[config.mk]
export PLATFORM = sky130hd
export DESIGN_NAME = arith_pipe_flat
export DESIGN_NICKNAME = d
export VERILOG_FILES = /design/src/rtl/arith_pipe_if.sv /design/src/rtl/arith_pipe.sv /design/src/flat_wrapper.sv
export SDC_FILE = /design/constraint.sdc
export NUM_CORES = 1
export LEC_CHECK = 0
export CAP_MARGIN = 10
export CORE_MARGIN = 4
export CORE_UTILIZATION = 54
export DETAILED_ROUTE_END_ITERATION = 7
export PLACE_DENSITY = 0.95
export SLEW_MARGIN = 30
export SYNTH_ARGS = -nofsm -noshare
export SYNTH_HDL_FRONTEND = slang
export SYNTH_SLANG_ARGS = --single-unit
[constraint.sdc]
create_clock -name clk -period 3.4 [get_ports clk]
set_input_delay 0.68 -clock clk [delete_from_list [all_inputs] [get_ports clk]]
set_output_delay 0.68 -clock clk [all_outputs]
set_load 0.03 [all_outputs]
[src/rtl/arith_pipe_if.sv]
// arith_pipe_if: operand/result valid-ready bundle for arith_pipe
interface arith_pipe_if #(parameter int WIDTH = 8);
    logic             in_valid, in_ready, s, out_valid, out_ready, flag;
    logic [WIDTH-1:0] a, b, c, out;
    modport master (output in_valid, a, b, c, s, out_ready, input in_ready, out_valid, out, flag);
    modport slave (input in_valid, a, b, c, s, out_ready, output in_ready, out_valid, out, flag);
endinterface

[src/rtl/arith_pipe.sv]
// arith_pipe: two-stage add/subtract pipeline with valid-ready flow control, optional clamping.
// Define ARITH_PIPE_MONITOR_EN to add the sum/difference/transfer-count monitor ports.
module arith_pipe #(
    parameter int WIDTH    = 8,
    parameter int SATURATE = 0
) (
    input logic        clk,
    input logic        reset,
    arith_pipe_if.slave io
`ifdef ARITH_PIPE_MONITOR_EN
    ,
    output logic [WIDTH-1:0] add_sum_monitor,
    output logic [WIDTH-1:0] sub_diff_monitor,
    output logic [15:0]      op_count_monitor
`endif
);
    logic             s1_valid, s1_s, s1_adv, s2_adv, res_flag;
    logic [WIDTH-1:0] s1_a, s1_b, s1_c, res;
    logic [WIDTH:0]   sum, diff;
    assign s2_adv      = !io.out_valid || io.out_ready;
    assign s1_adv      = !s1_valid || s2_adv;
    assign io.in_ready = s1_adv;
    // zero-extended operands: top bit of the sum is carry, of the difference is borrow
    assign sum      = {1'b0, s1_a} + {1'b0, s1_b};
    assign diff     = {1'b0, s1_a} - {1'b0, s1_c};
    assign res_flag = s1_s ? diff[WIDTH] : sum[WIDTH];
    assign res      = (SATURATE != 0 && res_flag) ? (s1_s ? '0 : '1)
                    : (s1_s ? diff[WIDTH-1:0] : sum[WIDTH-1:0]);
    always_ff @(posedge clk) begin
        if (reset) begin
            s1_valid     <= 1'b0;
            io.out_valid <= 1'b0;
            io.out       <= '0;
            io.flag      <= 1'b0;
        end else begin
            if (s1_adv) begin
                s1_valid <= io.in_valid;
                if (io.in_valid) begin
                    s1_a <= io.a;
                    s1_b <= io.b;
                    s1_c <= io.c;
                    s1_s <= io.s;
                end
            end
            if (s2_adv) begin
                io.out_valid <= s1_valid;
                if (s1_valid) begin
                    io.out  <= res;
                    io.flag <= res_flag;
                end
            end
        end
    end
`ifdef ARITH_PIPE_MONITOR_EN
    assign add_sum_monitor  = sum[WIDTH-1:0];
    assign sub_diff_monitor = diff[WIDTH-1:0];
    always_ff @(posedge clk) begin
        if (reset) op_count_monitor <= '0;
        else if (io.out_valid && io.out_ready) op_count_monitor <= op_count_monitor + 16'd1;
    end
`endif
endmodule
[src/flat_wrapper.sv]
// flat-port wrapper written by rule: the top's interface ports become plain ports
module arith_pipe_flat 
#(
    parameter int WIDTH    = 8,
    parameter int SATURATE = 0
)
  (clk, reset, io_in_valid, io_a, io_b, io_c, io_s, io_out_ready, io_in_ready, io_out_valid, io_out, io_flag);
  arith_pipe_if #(.WIDTH(WIDTH)) io_i ();
  input logic clk;
  input logic reset;
  input wire logic [$bits(io_i.in_valid)-1:0] io_in_valid;
  input wire logic [$bits(io_i.a)-1:0] io_a;
  input wire logic [$bits(io_i.b)-1:0] io_b;
  input wire logic [$bits(io_i.c)-1:0] io_c;
  input wire logic [$bits(io_i.s)-1:0] io_s;
  input wire logic [$bits(io_i.out_ready)-1:0] io_out_ready;
  output wire logic [$bits(io_i.in_ready)-1:0] io_in_ready;
  output wire logic [$bits(io_i.out_valid)-1:0] io_out_valid;
  output wire logic [$bits(io_i.out)-1:0] io_out;
  output wire logic [$bits(io_i.flag)-1:0] io_flag;
  assign io_i.in_valid = io_in_valid;
  assign io_i.a = io_a;
  assign io_i.b = io_b;
  assign io_i.c = io_c;
  assign io_i.s = io_s;
  assign io_i.out_ready = io_out_ready;
  assign io_in_ready = io_i.in_ready;
  assign io_out_valid = io_i.out_valid;
  assign io_out = io_i.out;
  assign io_flag = io_i.flag;
  arith_pipe #(.WIDTH(WIDTH), .SATURATE(SATURATE)) u_core (.clk(clk), .reset(reset), .io(io_i));
endmodule
Word-level counts from Yosys, hierarchy flattened
Cells that the tools add are included.
W data, S select, Z words.
{"block": "totals", "reg_bits": 36, "out_inout_bits": 11, "wordCells": 19}
{"block": "classes", "addsub": 2, "n_mux": 2, "bitwise_logic": 1, "reduce_logical": 6}
{"operator": "$add A8 B8 Y9", "n": 1}
{"operator": "$sub A8 B8 Y9", "n": 1}
{"operator": "$mux W8", "n": 1}
{"operator": "$reduce_and A3 Y1", "n": 1}
{"operator": "$logic_not A1 Y1", "n": 2}
{"operator": "$logic_or A1 B1 Y1", "n": 2}
{"operator": "$reduce_and A2 Y1", "n": 1}
{"operator": "$mux W1", "n": 1}
{"operator": "$not A1 Y1", "n": 1}

Logic depth before layout (Yosys ltp)
{"block": "logic_depth", "ltp_word": 4, "mapped_depth": 9, "mapped_depth_nobuf": 9}

Least setup slack after synthesis
No wires, ideal clock.
{"block": "synth_path", "kind": "input to register", "start": "input io_out_ready", "end": "register u_core.s1_a[0] (enable)", "setup_time_ns": 0.384, "arrival_time_ns": 1.725, "required_time_ns": 3.016, "slack_ns": 1.291, "cell_stages": 3, "cell_sequence": "nor2b_1 -> nand2_1 -> and3b_1"}
{"block": "synth_between", "elab_chain_len": 3}
{"element": "start: declaration", "line_no": "flat_wrapper.sv:16", "rtl": "input wire logic [$bits(io_i.out_ready)-1:0] io_out_ready;"}
{"element": "$logic_or A1 B1 Y1", "line_no": "arith_pipe.sv:20", "rtl": "assign s2_adv = !io.out_valid || io.out_ready;"}
{"element": "$logic_or A1 B1 Y1", "line_no": "arith_pipe.sv:21", "rtl": "assign s1_adv = !s1_valid || s2_adv;"}
{"element": "via io_in_ready", "line_no": "flat_wrapper.sv:17", "rtl": "output wire logic [$bits(io_i.in_ready)-1:0] io_in_ready;"}
{"element": "$reduce_and A3 Y1 (no source line)"}
{"element": "end signal: assignment", "line_no": "arith_pipe.sv:39", "rtl": "s1_a <= io.a;"}
{"element": "end: declaration", "line_no": "arith_pipe.sv:18", "rtl": "logic [WIDTH-1:0] s1_a, s1_b, s1_c, res;"}
The timed path passes the listed nets, and every way through them passes these cells.
A chain may end at the register's enable or synchronous reset.

Final worst setup path
{"block": "layout_path", "start": "input io_out_ready", "end": "output io_in_ready"}
{"block": "layout_between", "elab_chain_len": 2}
{"element": "$logic_or A1 B1 Y1", "line_no": "arith_pipe.sv:20"}
{"element": "$logic_or A1 B1 Y1", "line_no": "arith_pipe.sv:21"}
{"element": "end: declaration", "line_no": "flat_wrapper.sv:17"}
No other way between the ends.

==> metrics.cfg <==
[worst_setup_path]
worstPathRequired_ns=2.72
path_max_fanout=4
cp_slowest_cell=clkdlybuf4s50_1
cp-end-kind=output port
startpoint_type=input port
crit_top_cell=clkdlybuf4s50_1
path_class=in -> out
r2r_cells=9
cp.arrival_ns=2.00
slowest_delay_ns=0.60
path_cells=clkdlybuf4s50_1 > nor2b_1 > nand2_1 > clkdlybuf4s50_1

[floorplan]
num_rows=21
core_mm2=0.00339
fp.dieW_um=67.6
start_util=0.566
die-area_mm2=0.00457
num_io_pins=40
die_y_um=67.6

[sta]
hold_viol=0
setup_ws_ns=0.718
period_share=0.789
setup_viol=0
whs_ns=0.502
worst_pin_slew_ns=0.681
rsz0062_at_grt=no
clock.fmax_ghz=0.373
report.final.slew_viol_count=0
period_needed_ns=2.68
slew_headroom=0.545
finalSetupTns_ns=0
fin_skew_ns=0.00365

[place]
post-place-cells=258
hpwl_um=2680
dpl_cell_area_mm2=0.00236
gp_congestion=0.811
portBuffers=39
dpl_worst_slack_ns=0.714

[logic_synthesis]
ys_types=38
syn_inst=175
synthArstFlopShare=0
ys_ff_latch=36
synth-edff-count=25
synth_ff_type=edfxtp_1
synth.avg_cell_area_um2=11.0
synth_area_mm2=0.00192
ys_warn_count=0
synth_nets=222
ys_seq_area_frac=0.506

[final_layout]
layout-area-overhead-vs-synth_pct=25.8
final_nets=266
final_common_cell=clkdlybuf4s50_1
fin_area_mm2=0.00241
finalNonFillerCells=266
layout_common_cells=clkdlybuf4s50_1, edfxtp_1, nor2_1, ha_1, a21oi_1
layout-drive-gt1-share=0.0591
diodes=0

[grt]
grt_max_degree=26
antenna_found_initial=0
grt_pass1_wl_um=5580
grt-ovfl-total=0
grt_pass1_vias=1329
track_usage=0.169

[power_and_ir_drop]
peakVddDrop_uv=246
p_sw_frac=0.265
pwr-share-clk=0.232
power_frac_comb=0.214
leakagePower_nw=0.937
power_density_mw_per_mm2=377
seqPwrFrac=0.554
switchingPower_uw=242
p_int_uw=670

[clocking]
cts_hold_buf=0
numClockSinks=36
cts_buffer_depth=2
cts_setup_buffers=0
numCtsBuffers=5
cts-root-buf=clkbuf_4
path_clk_slew_ns=0.10
cts_resized=0
insertion_delay_ns=0.34
cts_max_level=2
cts_tree=done

[route]
wl_per_cell_um=13.0
viasPerCell=5.35
num_vias=1424
drt-total-wl_um=3450
drtPass1Iterations=4
drc_errors=0
drtIter0Drc=64
ant_nets=0

[run]
max-cap-violations=0

[status]
status=complete, no violations

[min_path]
holdPathStages=2
hp-class=reg -> reg

registers in the layout (all words and copies together) (netlist names):
name                 flops
u_core.s1_c              8
u_core.io.out_valid      1
u_core.s1_a              8
u_core.io.out            8
u_core.s1_b              8
u_core.s1_s              1
u_core.io.flag           1
u_core.s1_valid          1
synth_stat cells (all sizes together), types with 3 or more instances:
| cell | instances | share of area |
|---|---|---|
| a211oi | 9 | 0.035 |
| nor2b | 3 | 0.0098 |
| nand2 | 6 | 0.012 |
| o21bai | 3 | 0.012 |
| ha | 16 | 0.10 |
| a21oi | 15 | 0.039 |
| nor2 | 21 | 0.041 |
| o21ai | 9 | 0.023 |
| inv | 13 | 0.025 |
| edfxtp | 25 | 0.39 |
| xnor2 | 5 | 0.023 |
| a21o | 4 | 0.016 |
| dfxtp | 11 | 0.11 |
| nand3 | 3 | 0.0078 |
| nand2b | 3 | 0.0098 |
area by class of cell:
| class | count | area [um^2] |
|---|---|---|
| clock inverter | 1 | 5.00 |
| clock buffer | 7 | 45.0 |
| multi-input combinational | 121 | 878 |
| fill | 265 | 975 |
| sequential | 36 | 971 |
| timing repair buffer | 41 | 405 |
| tap | 46 | 57.6 |
| inverter | 14 | 52.6 |
worst paths after layout:
kind	startpoint	endpoint	slack, ns
worst max register to register	u_core.s1_a[0]	u_core.io.flag	1.14
worst max-delay path	io_out_ready	io_in_ready	0.72
worst min register to register	u_core.io.out[4]	u_core.io.out[4]	0.50
worst min-delay path	u_core.io.out[4]	u_core.io.out[4]	0.50
per-stage QoR:
stage / power [mW] / utilization
finish: 0.911 / 0.712
global route: 0.962 / 0.712
CTS: 0.922 / 0.712
detailed placement: 0.709 / 0.698
global placement: 0.702 / 0.698
floorplan: 0.634 / -
power groups by stage:
stage	clock (mW)	combinational (mW)	sequential (mW)
2_1_floorplan	0	0.104	0.530
3_3_place_gp	0	0.188	0.514
3_5_place_dp	0	0.194	0.515
4_1_cts	0.222	0.195	0.505
5_1_grt	0.240	0.214	0.508
6_report	0.212	0.195	0.505
routing by layer:
layer / GRT usage / vias to the layer above / wire length [um]
li1: - / 724 / -
met1: 0.188 / 653 / 1480
met2: 0.277 / 39 / 1670
met3: 0.0616 / 8 / 220
met4: 0.0937 / 0 / 71
met5: 0 / - / 0
critical path, delay by kind of cell:
kind	cells	cell delay [ns]
buffers and inverters	2	1.00
and+or+nand+nor	2	0.32
cell families after synthesis:
logic type,after synthesis,synth area share
AO/OA/AOI/OAI,49,0.174
AND/OR/NAND/NOR,45,0.115
flip-flops,36,0.506
buffers and inverters,18,0.0365
adder cells (fa/ha/maj),18,0.125
XOR/XNOR,7,0.0319
multiplexers,2,0.0111
No activity file was read; power rests on OpenSTA's default activity.
